--- config.mk ---
export PLATFORM = sky130hd
export DESIGN_NAME = mcp4725_wave_sequencer
export DESIGN_NICKNAME = d
export VERILOG_FILES = /design/src/rtl/mcp4725_pkg.sv /design/src/rtl/mcp4725_wave_gen.sv /design/src/rtl/mcp4725_wave_sequencer.sv
export SDC_FILE = /design/constraint.sdc
export NUM_CORES = 1
export LEC_CHECK = 0
export CORE_UTILIZATION = 45
export CTS_CLUSTER_SIZE = 12
export DETAILED_ROUTE_END_ITERATION = 8
export PLACE_DENSITY = 0.74
export SYNTH_ARGS = -nofsm -noshare
export SYNTH_HDL_FRONTEND = slang
export SYNTH_SLANG_ARGS = --single-unit
--- constraint.sdc ---
create_clock -name CLOCK -period 7.5 [get_ports CLOCK]
set_clock_uncertainty 0.15 [all_clocks]
set_input_delay 1.875 -clock CLOCK [delete_from_list [all_inputs] [get_ports CLOCK]]
set_output_delay 1.875 -clock CLOCK [all_outputs]
set_load 0.01 [all_outputs]
--- src/rtl/mcp4725_pkg.sv ---
// Shared constants for the MCP4725 DAC wave sequencer: IIC core commands,
// waveform modes, fast-write framing bits and the sequencer FSM states.
package mcp4725_pkg;

  localparam logic [1:0] CALL_IDLE  = 2'b00;
  localparam logic [1:0] CALL_WRITE = 2'b10;
  localparam logic [1:0] CALL_READ  = 2'b01;

  localparam logic [1:0] FAST_WRITE = 2'b00;
  localparam logic [1:0] PD_NORMAL  = 2'b00;

  localparam logic [11:0] DAC_MAX = 12'hFFF;

  typedef enum logic [1:0] {
    MODE_HOLD   = 2'b00,
    MODE_SAW    = 2'b01,
    MODE_TRI    = 2'b10,
    MODE_SQUARE = 2'b11
  } mode_t;

  typedef enum logic [1:0] {
    ST_IDLE,
    ST_CALL,
    ST_RELEASE
  } state_t;

  // First fast-write byte: command bits, power-down bits, sample MSBs.
  function automatic logic [7:0] fast_write_hi(input logic [11:0] s);
    return {FAST_WRITE, PD_NORMAL, s[11:8]};
  endfunction

endpackage

--- src/rtl/mcp4725_wave_gen.sv ---
// Waveform sample generator: offers the next sample combinationally and
// commits its accumulator/direction/phase state on a one-cycle strobe.
module mcp4725_wave_gen
  import mcp4725_pkg::*;
(
  input  logic        clk,
  input  logic        rst_n,
  input  logic        strobe,
  input  logic [1:0]  mode,
  input  logic [11:0] step,
  input  logic [11:0] level,
  output logic [11:0] sample
);

  mode_t       cur_mode;
  mode_t       mode_q;
  logic        mode_changed;
  logic [11:0] acc, acc_eff, acc_next;
  logic        dir_up, dir_eff, dir_next;
  logic        phase_high, phase_eff, phase_next;
  logic [12:0] sum;

  // A mode change restarts the waveform; the restarted state is used
  // directly so a tick in the same cycle as the change already sees it.
  always_comb begin
    cur_mode     = mode_t'(mode);
    mode_changed = (cur_mode != mode_q);
    acc_eff      = mode_changed ? '0   : acc;
    dir_eff      = mode_changed ? 1'b1 : dir_up;
    phase_eff    = mode_changed ? 1'b1 : phase_high;
    sum          = {1'b0, acc_eff} + {1'b0, step};
    acc_next     = acc_eff;
    dir_next     = dir_eff;
    phase_next   = phase_eff;
    sample       = level;
    unique case (cur_mode)
      MODE_HOLD: sample = level;
      MODE_SAW: begin
        acc_next = sum[11:0];
        sample   = acc_next;
      end
      MODE_TRI: begin
        if (dir_eff) begin
          if (sum[12]) begin
            acc_next = DAC_MAX;
            dir_next = 1'b0;
          end else begin
            acc_next = sum[11:0];
          end
        end else if (acc_eff < step) begin
          acc_next = '0;
          dir_next = 1'b1;
        end else begin
          acc_next = acc_eff - step;
        end
        sample = acc_next;
      end
      MODE_SQUARE: begin
        sample     = phase_eff ? level : '0;
        phase_next = ~phase_eff;
      end
      default: sample = level;
    endcase
  end

  always_ff @(posedge clk or negedge rst_n) begin
    if (!rst_n) begin
      mode_q     <= MODE_HOLD;
      acc        <= '0;
      dir_up     <= 1'b1;
      phase_high <= 1'b1;
    end else begin
      mode_q     <= cur_mode;
      acc        <= strobe ? acc_next   : acc_eff;
      dir_up     <= strobe ? dir_next   : dir_eff;
      phase_high <= strobe ? phase_next : phase_eff;
    end
  end

endmodule

--- src/rtl/mcp4725_wave_sequencer.sv ---
// Periodic MCP4725 DAC updater: sample-rate divider plus a call/release
// handshake FSM driving an external IIC core with fast-write frames.
module mcp4725_wave_sequencer
  import mcp4725_pkg::*;
#(
  parameter int unsigned SAMPLE_DIV = 50000
) (
  input  logic        CLOCK,
  input  logic        RESET,
  input  logic        iEnable,
  input  logic [1:0]  iMode,
  input  logic [11:0] iStep,
  input  logic [11:0] iLevel,
  input  logic        iClear,
  output logic [1:0]  oCall,
  input  logic        iDone,
  output logic [7:0]  oAddr,
  output logic [7:0]  oData,
  output logic [11:0] oSample,
  output logic        oBusy,
  output logic        oUpdate,
  output logic        oOverrun
);

  localparam int unsigned CW = $clog2(SAMPLE_DIV);
  localparam logic [CW-1:0] DIV_LAST = CW'(SAMPLE_DIV - 1);

  logic [CW-1:0] div_cnt;
  logic          tick;
  logic          strobe;
  logic [11:0]   next_sample;
  state_t        state;

  assign tick   = iEnable && (div_cnt == DIV_LAST);
  assign strobe = tick && (state == ST_IDLE);

  always_ff @(posedge CLOCK or negedge RESET) begin
    if (!RESET) begin
      div_cnt <= '0;
    end else if (!iEnable || div_cnt == DIV_LAST) begin
      div_cnt <= '0;
    end else begin
      div_cnt <= div_cnt + CW'(1);
    end
  end

  mcp4725_wave_gen u_wave_gen (
    .clk    (CLOCK),
    .rst_n  (RESET),
    .strobe (strobe),
    .mode   (iMode),
    .step   (iStep),
    .level  (iLevel),
    .sample (next_sample)
  );

  always_ff @(posedge CLOCK or negedge RESET) begin
    if (!RESET) begin
      state    <= ST_IDLE;
      oCall    <= CALL_IDLE;
      oAddr    <= '0;
      oData    <= '0;
      oSample  <= '0;
      oBusy    <= 1'b0;
      oUpdate  <= 1'b0;
      oOverrun <= 1'b0;
    end else begin
      oUpdate <= 1'b0;
      if (tick && state != ST_IDLE) begin
        oOverrun <= 1'b1;
      end else if (iClear) begin
        oOverrun <= 1'b0;
      end
      unique case (state)
        ST_IDLE: begin
          if (tick) begin
            oAddr <= fast_write_hi(next_sample);
            oData <= next_sample[7:0];
            oCall <= CALL_WRITE;
            oBusy <= 1'b1;
            state <= ST_CALL;
          end
        end
        ST_CALL: begin
          if (iDone) begin
            oCall   <= CALL_IDLE;
            oSample <= {oAddr[3:0], oData};
            oUpdate <= 1'b1;
            state   <= ST_RELEASE;
          end
        end
        ST_RELEASE: begin
          oBusy <= 1'b0;
          state <= ST_IDLE;
        end
        default: state <= ST_IDLE;
      endcase
    end
  end

endmodule

Word level (Yosys, flattened, before mapping)
Cells that the tools add are included.

Logic and storage cells: 73. Input port bits: 31. Register bits: 63. Output and inout bits: 33.

Add/sub/neg operators: 3. Multiplexer cells: 30. Reductions and logical operators: 16. Order comparisons: 1. Equality and inequality tests: 9. Bitwise operators: 1.

Operators by type and width (count): 2-to-1 mux 12 bit (6); one-hot mux 12 bit (4 select lines) (1); one-hot mux 12 bit (2 select lines) (1); adder 16 x 1 -> 16 bit, second input constant (1); equality test 16 bit, second input constant (1); 2-to-1 mux 16 bit (1); 2-to-1 mux 1 bit (14); adder 12 x 12 -> 13 bit (1); < comparator 12 bit (1); subtractor 12 bit (1); 2-to-1 mux 2 bit (4); one-hot mux 2 bit (2 select lines) (2); AND reduction 2 bit (4); nonzero test 2 bit (4); equality test 2 bit, second input constant (3); equality test 2 x 1 -> 1 bit, second input constant (2); logical NOT 2 bit (2); inequality test 2 bit, second input constant (2); logical AND 1 bit (3); AND reduction 3 bit (1); inequality test 2 bit (1); one-hot mux 1 bit (2 select lines) (1); logical NOT 1 bit (1); logical OR 1 bit (1); inverter 1 bit (1).

Logic depth before layout (Yosys ltp)
Gate-level depths: netlist of run 1.

Depth in word-level cells: 7. Mapped depth: 15. Gate-level depth less buffers: 14.

Modules after synthesis
Synthesis of run 1 repeated with hierarchy kept, for this count alone.

Cell total of the unflattened synthesis: 526. Area total of the unflattened synthesis: 4533.1 µm².

By module, submodules not included: mcp4725_wave_gen (instances 1, sequential area each 402.9 µm², area each 2514.9 µm², cells an instance 342); mcp4725_wave_sequencer (instances 1, sequential area each 1151.1 µm², area each 2018.2 µm², cells an instance 184).

Least setup slack after synthesis of run 1
No wires, ideal clock.

Path kind: input port to flip-flop. Start point: in iMode[0]. End point: reg oData[7]. Setup slack: 2323 ps. Data arrival time: 4962 ps. Setup time: 65 ps. Path buffers: 1. Required time: 7285 ps. Stages: 13. Cells stage by stage: xnor2_1 clkbuf_1 and3_1 ha_1 or3_4 or4_4 a21oi_2 o21ai_2 and3_4 a211o_1 a32o_2 o211ai_2 o21a_1.

Longest elaborated chain between the ends: 6. Elaborated cells between the ends (all ways): 16. Those cells by class: add/sub (2); order compare (1); eq/ne (4); mux (8); reduce/logical (1).

RTL lines: start, declared (RTL line mcp4725_wave_sequencer.sv:11) `input logic [1:0] iMode,`; inequality test 2 bit (RTL line mcp4725_wave_gen.sv:27) `mode_changed = (cur_mode != mode_q);`; 2-to-1 mux 12 bit (RTL line mcp4725_wave_gen.sv:28) `acc_eff = mode_changed ? '0 : acc;`; subtractor 12 bit, or another cell as far along (RTL line mcp4725_wave_gen.sv:54) `acc_next = acc_eff - step;`; 2-to-1 mux 12 bit (on tied branches) (RTL line mcp4725_wave_gen.sv:50, mcp4725_wave_gen.sv:44); 2-to-1 mux 12 bit (RTL line mcp4725_wave_gen.sv:43) `if (dir_eff) begin`; one-hot mux 12 bit (4 select lines) * (RTL line mcp4725_wave_gen.sv:36) `unique case (cur_mode)`; end signal, assigned (RTL line mcp4725_wave_sequencer.sv:78) `oData <= next_sample[7:0];`; end, declared (RTL line mcp4725_wave_sequencer.sv:18) `output logic [7:0] oData,`.

Every way passes the cells marked *; elsewhere a longest branch is shown, timed or not. A chain may end at the register's enable or synchronous reset.

Worst setup path after layout of run 1
Start point: in iMode[0]. End point: reg oAddr[2].

Longest elaborated chain between the ends: 6. Elaborated cells between the ends (all ways): 16. Those cells by class: add/sub (2); order compare (1); eq/ne (4); mux (8); reduce/logical (1).

RTL lines: inequality test 2 bit (RTL line mcp4725_wave_gen.sv:27); 2-to-1 mux 12 bit (RTL line mcp4725_wave_gen.sv:28); subtractor 12 bit, or another cell as far along (RTL line mcp4725_wave_gen.sv:54); 2-to-1 mux 12 bit (on tied branches) (RTL line mcp4725_wave_gen.sv:50, mcp4725_wave_gen.sv:44); 2-to-1 mux 12 bit (RTL line mcp4725_wave_gen.sv:43); one-hot mux 12 bit (4 select lines) * (RTL line mcp4725_wave_gen.sv:36); end signal, assigned (RTL line mcp4725_wave_sequencer.sv:77) `oAddr <= fast_write_hi(next_sample);`; end, declared (RTL line mcp4725_wave_sequencer.sv:17) `output logic [7:0] oAddr,`.

Marked as above.

==> metrics.md, run 1 <==
| Metric | Value |
|---|---|
| Status | finished clean |
| PwrDens | 143 mW/mm2 |
| Fmax | 174 MHz |
| Delay-heaviest family, CP | compound AO/OA/AOI/OAI gates |
| Num CTS Buffers | 9 |
| Layout fillers | 818 |
| RSZ-0062 raised after global routing | false |
| Max stage delay on crit path | 0.69 ns |
| Core ar. | 0.00924 mm2 |
| Clock root cell | clkbuf_8 |
| CTS Hold Bufs | 0 |
| R2r endpoint | oAddr[2]$_DFFE_PN0P_ |
| Fin area | 0.00517 mm2 |
| Number of diodes | 0 |
| Post-synthesis adder-cell area fraction | 9.33% |
| Fin crit period | 5.74 ns |
| DR iter-0 viols | 304 |
| Post-CTS Setup Repair Bufs | 0 |
| Syn. warnings | 0 |
| Reg area | 0.00155 mm2 |
| Initial Util | 46.5% |
| Fin util | 55.9% |
| Flop2flop setup slack | 3.48 ns |
| First-pass GRT wire length | 18100 um |
| Vias in the first global route | 3807 |
| Die W | 99.7 um |
| Total Power | 741 uW |
| Die Height | 99.7 um |
| Slew HR | 42.9% |
| Worst Hold Class | flop to flop |
| Maximum vdd ir drop | 0.000121 V |
| Synth Area in Simple Gates | 21.7% |
| H-tree depth | 3 |
| CP Class | input pin to flop |
| Clock sink total | 62 |
| Max-Cap Viols | 0 |
| Hold depth | 2 |
| Clock slew at reported path FFs | 0.07 ns |
| Post-synthesis async set-or-reset flop share | 100% |
| Seq cells post-synth | 62 |
| CP required | 7.59 ns |
| Total global routing overflow | 0 |
| Final worst-path cycle share | 76.5% |
| Slowest CP cell | o21ai_1 |
| Most Frequent Cell on Critical Path | a221o_1 |
| Startpoint types | input pin |
| Dpl cells | 682 |
| Area occupied by multi-input gates | 0.00252 mm2 |
| CP cell instances | clkdlybuf4s50_1, xnor2_1, buf_4, and3_1, ha_1, nor2b_1, a221o_1, a221o_1, o21ai_1, a31oi_4, a21boi_1, o22ai_1, o311ai_1, o21a_1 |
| Placer Congestion | 0.907 |
| Reg2Reg Launch Point | u_wave_gen.mode_q[0]$_DFF_PN0_ |
| R2R depth | 13 |
| Mux cell area share after synthesis | 0.262% |
| Port bufs | 58 |
| Synth Area in Compound Gates | 20.8% |
| Critical Path End Type | flop |
| I/O pin count | 64 |
| Final hold violations | 0 |
| Num rows | 35 |
| Syn_area_per_cell | 8.42 um2 |
| Latest clock arrival within the worst-skew pair | 0.35 ns |
| Worst Hold Launch | oSample[4]$_DFFE_PN0P_ |
| Slew Limit Fails | 0 |
| EDFF count, synth | 0 |
| Worst-margin pin slew | 0.850 ns |
| Largest net degree at the start of global routing | 63 |
| Post-synthesis xor/xnor area fraction | 5.92% |
| Main combinational cell family by area after synthesis | simple AND/OR/NAND/NOR gates |
| TNS Setup | 0 ns |
| # DRC | 0 |
| Via count | 3902 |
| Worst Path Arrival | 5.83 ns |
| Antenna violations before repair | 0 |
| Post-Syn Area | 0.00429 mm2 |
| Total GRT Usage | 23.4% |
| Placed Area | 0.00498 mm2 |
| CP Max Fanout | 16 |
| Leak Pwr | 2.41 nW |
| WP buf/inv | 2 |
| Vias per inst | 5.60 |
| Hold Slack | 0.325 ns |
| Post-synth cell types | 67 |
| P&R area growth vs syn | 20.3% |
| Sequential-to-total area share from yosys stat | 36.2% |
| Wire per inst | 15.9 um |
| Post-cts sizing count | 0 |
| Remaining antenna violation count | 0 |
| Pre-CTS setup slack | 1.45 ns |
| Layout Cells excl Fill | 697 |
| DP HPWL | 8350 um |
| Die area | 0.00993 mm2 |
| Nets@finish | 627 |
| Routed wire length | 11100 um |
| Share of cells above drive strength 1 | 6.87% |
| DRT Pass-1 Iters | 5 |
| PnR worst setup slack | 1.76 ns |
| Maximum clock insertion buffer count | 2 |
| Hold EP | oSample[4]$_DFFE_PN0P_ |
| Final setup viols | 0 |
| Most common flop cell mapped by yosys | dfrtp_1 |
| CTS tree | done |
| Cells after Synth | 510 |
layer usage:
metal	global-route usage [%]	share of wire [%]	routed length (um)
met2	38.6	47	5260
met5	0	0	0
met3	7.03	6.0	670
met1	29.0	44	4890
met4	8.60	2.7	301
state kept, by name, indices dropped and copies added (netlist names):
name,cells
div_cnt,16
oSample,12
u_wave_gen.acc,12
oData,8
oAddr,4
state,2
u_wave_gen.mode_q,2
oBusy,1
oCall,1
oOverrun,1
oUpdate,1
u_wave_gen.dir_up,1
u_wave_gen.phase_high,1
worst max path at each step:
stage	from	endpoint	slack (ns)	cells past startpoint
global route	iMode[0]	oData[3]$_DFFE_PN0P_	1.57	14
floorplan	iMode[0]	oData[7]$_DFFE_PN0P_	2.32	13
global placement	iMode[0]	oData[3]$_DFFE_PN0P_	1.63	14
finish	iMode[0]	oAddr[2]$_DFFE_PN0P_	1.76	14
CTS	iMode[0]	oAddr[2]$_DFFE_PN0P_	1.84	14
detailed placement	iMode[0]	oAddr[2]$_DFFE_PN0P_	1.45	14
cells in the mapped netlist (all sizes together), types with 3 or more instances:
| library cell | n | area share [%] |
|---|---|---|
| nand2b | 4 | 0.58 |
| a21boi | 3 | 0.52 |
| a2bb2oi | 7 | 1.4 |
| a31o | 3 | 0.61 |
| nand4 | 3 | 0.44 |
| o21a | 5 | 0.87 |
| xnor2 | 20 | 4.1 |
| inv | 35 | 3.1 |
| o31ai | 5 | 0.87 |
| a221oi | 4 | 0.96 |
| dfrtp | 60 | 35 |
| o211ai | 5 | 0.99 |
| a211oi | 3 | 0.52 |
| nand2 | 70 | 6.1 |
| nand3 | 16 | 1.9 |
| o21bai | 3 | 0.52 |
| a211o | 4 | 0.82 |
| nor2 | 53 | 4.6 |
| buf | 7 | 1.1 |
| a21o | 7 | 1.3 |
| and2 | 4 | 0.58 |
| o22ai | 3 | 0.44 |
| a21oi | 36 | 4.3 |
| clkbuf | 17 | 1.5 |
| xor2 | 9 | 1.8 |
| a31oi | 6 | 1.2 |
| or3 | 4 | 0.70 |
| ha | 32 | 9.3 |
| nor2b | 4 | 0.58 |
| and3 | 16 | 2.4 |
| nor3 | 9 | 1.0 |
| nor4 | 4 | 0.58 |
| o21ai | 20 | 2.4 |
layout make-up:
cell class                 count  area share (%)
sequential                    62            30.1
clock inverter                 4           0.920
multi-input combinational    393            48.7
tap                          129            3.12
inverter                      35            2.54
timing repair buffer          63            11.9
clock buffer                  11            2.74
cell usage in the layout (no fill, tap or decap), types with 10 or more instances in the layout:
cell type,instances
nand2_1,70
and3_1,15
inv_1,35
xnor2_1,20
a21oi_1,35
nor2_1,53
dfrtp_1,60
clkdlybuf4s50_1,57
ha_1,32
nand3_1,16
clkbuf_8,10
o21ai_0,18
kinds of logic (layout without fill, tap and decap cells):
group / after synthesis / count (layout)
and+or+nand+nor: 198 / 198
xor gates and xnor gates: 29 / 29
muxes: 1 / 1
other: 1 / 5
AOI/OAI and AO/OA: 128 / 128
adders and majority gates: 32 / 32
DFF: 62 / 62
buffers and inverters: 59 / 113
report_power, final:
group          leakage [nW]  total (mW)  switching [mW]  internal, mW
Combinational          1.48       0.107          0.0600        0.0474
Sequential            0.834       0.347         0.00539         0.341
Clock                0.0952       0.287           0.127         0.159
tightest hold or removal path, stage by stage, from the launching register on:
cell and delay (ns):
dfrtp_1 0.34, nand2_1 0.05, nand2_1 0.05
Power figures use the tool's default switching activity.
==> run 2, diff against run 1 <==
- clock period: 7.5 -> 5.96 ns (I/O delays scaled with it)
==> metrics.md, run 2 (synthesis results as in run 1) <==
| Metric | Value |
|---|---|
| Total Power | 1.03 mW (+39%) |
| Hold EP | oSample[4]$_DFFE_PN0P_ |
| Worst Hold Launch | oSample[4]$_DFFE_PN0P_ |
| Placer Congestion | 0.946 (+4.3%) |
| Vias in the first global route | 3759 (-1.3%) |
| Remaining antenna violation count | 0 (unchanged) |
| Slew Limit Fails | 0 (unchanged) |
| Total global routing overflow | 0 (unchanged) |
| Startpoint types | input pin |
| Leak Pwr | 2.44 nW (+1.3%) |
| Most flops, register | div_cnt |
| Status | finished clean |
| Core ar. | 0.00924 mm2 (unchanged) |
| R2R depth | 12 (-1) |
| CP required | 6.09 ns (-1.50 ns) |
| Maximum vdd ir drop | 0.000202 V (+68%) |
| Worst Hold Class | flop to flop |
| Maximum clock insertion buffer count | 2 (unchanged) |
| Largest net degree at the start of global routing | 63 (unchanged) |
| Final setup viols | 0 (unchanged) |
| Die W | 99.7 um (unchanged) |
| Via count | 3924 (+0.56%) |
| Die Height | 99.7 um (unchanged) |
| Die area | 0.00993 mm2 (unchanged) |
| CP cell instances | clkdlybuf4s50_1, xnor2_2, and3_1, ha_1, or3_4, or4_4, a21oi_2, o21ai_2, and3_4, a211o_1, a32o_2, o211ai_2, o21a_1 |
| Final hold violations | 0 (unchanged) |
| Flop2flop setup slack | 1.90 ns (-1.58 ns) |
| Max-Cap Viols | 0 (unchanged) |
| DRT Pass-1 Iters | 5 (unchanged) |
| I/O pin count | 64 (unchanged) |
| Slew HR | 46.6% (+3.7 points) |
| DP HPWL | 8170 um (-2.2%) |
| Post-CTS Setup Repair Bufs | 0 (unchanged) |
| CTS Hold Bufs | 0 (unchanged) |
| Share of cells above drive strength 1 | 7.22% (+0.35 points) |
| Clock slew at reported path FFs | 0.07 ns (about the same) |
| Fin crit period | 5.42 ns |
| RSZ-0062 raised after global routing | false |
| WP buf/inv | 1 (-1) |
| CP Max Fanout | 16 (unchanged) |
| Hold depth | 2 (unchanged) |
| Worst-margin pin slew | 0.801 ns (-0.0491 ns) |
| Routed wire length | 10900 um (-1.7%) |
| Critical Path End Type | flop |
| Antenna violations before repair | 0 (unchanged) |
| Total GRT Usage | 23.1% (-0.38 points) |
| Slowest CP cell | xnor2_2 |
| Fin util | 56.6% (+0.72 points) |
| CTS tree | done |
| P&R area growth vs syn | 21.9% |
| # DRC | 0 (unchanged) |
| Wire per inst | 15.7 um (-1.7%) |
| Latest clock arrival within the worst-skew pair | 0.34 ns (about the same) |
| TNS Setup | 0 ns (unchanged) |
| PwrDens | 197 mW/mm2 (+37%) |
| R2r endpoint | oData[7]$_DFFE_PN0P_ |
| Regs by FF count | div_cnt (16), oSample (12), u_wave_gen.acc (12) |
| Fmax | 185 MHz |
| Post-cts sizing count | 0 (unchanged) |
| Reg2Reg Launch Point | u_wave_gen.mode_q[1]$_DFF_PN0_ |
| First-pass GRT wire length | 18200 um (+0.45%) |
| Num CTS Buffers | 9 (unchanged) |
| DR iter-0 viols | 285 (-6.3%) |
| Nets@finish | 626 (-0.16%) |
| Clock sink total | 62 (unchanged) |
| CP Class | input pin to flop |
| Largest register FFs | 16 (unchanged) |
| Layout fillers | 809 (-1.1%) |
| Port bufs | 58 (unchanged) |
| Most frequent cells in the layout | nand2_1 (70), dfrtp_1 (60), clkdlybuf4s50_1 (57), nor2_1 (53) |
| Number of diodes | 0 (unchanged) |
| Max stage delay on crit path | 0.65 ns (-0.04 ns) |
| Num rows | 35 (unchanged) |
| Delay-heaviest family, CP | simple AND/OR/NAND/NOR gates |
| Vias per inst | 5.63 (+0.56%) |
| Final worst-path cycle share | 90.9% |
| Most common cell after layout, fill and taps aside | nand2_1 |
| Initial Util | 46.5% (unchanged) |
| Worst Path Arrival | 5.54 ns (-0.29 ns) |
| Clock root cell | clkbuf_8 |
| H-tree depth | 3 (unchanged) |
## run 2: routing by layer
layer,global-route usage (%),vias up,part of all wire (%)
met2,39.3,128,49
met5,0,-,0
met1,30.0,1897,44
met3,4.50,15,5.1
met4,5.88,0,1.5
li1,-,1884,-
## run 2: power by group
part	switching (mW)	leakage, nW	internal, mW
combinational	0.0750	1.49	0.0589
sequential	0.00696	0.834	0.429
clock	0.168	0.120	0.290
total	0.250	2.44	0.778
## run 2: stage by stage
step                      instances  instance area, um2  setup slack [ns]  hold WS (ns)
after global placement          681                4970             0.152         0.301
after CTS                       697                5220             0.271         0.329
after detailed placement        681                4970           -0.0601         0.316
after global routing            697                5230             0.367         0.349
after floorplan                 514                4310              1.17         0.275
final                           697                5230             0.542         0.326
## run 2: layout make-up
cell class | count | area, um2 | area share (%)
clock buffers | 11 | 141 | 2.70
clock inverters | 5 | 106 | 2.03
inverters | 35 | 131 | 2.51
multi-input cells | 393 | 2530 | 48.4
flip-flops and latches | 62 | 1550 | 29.7
well taps | 129 | 161 | 3.08
repair buffers | 62 | 606 | 11.6
## run 2: how the worst max path moves through the flow
stage,endpoint,cells after the start,from
finish,oData[7]$_DFFE_PN0P_,13,iMode[1]
global route,u_wave_gen.acc[9]$_DFF_PN0_,13,iMode[1]
CTS,oData[7]$_DFFE_PN0P_,13,iMode[1]
detailed placement,oData[7]$_DFFE_PN0P_,13,iMode[1]
global placement,oAddr[2]$_DFFE_PN0P_,14,iMode[1]
floorplan,oData[7]$_DFFE_PN0P_,13,iMode[0]
## run 2: worst min-delay path, cell delays in order, from the launching register on
cell and delay, ns:
dfrtp_1 0.34, nand2_1 0.05, nand2_1 0.05
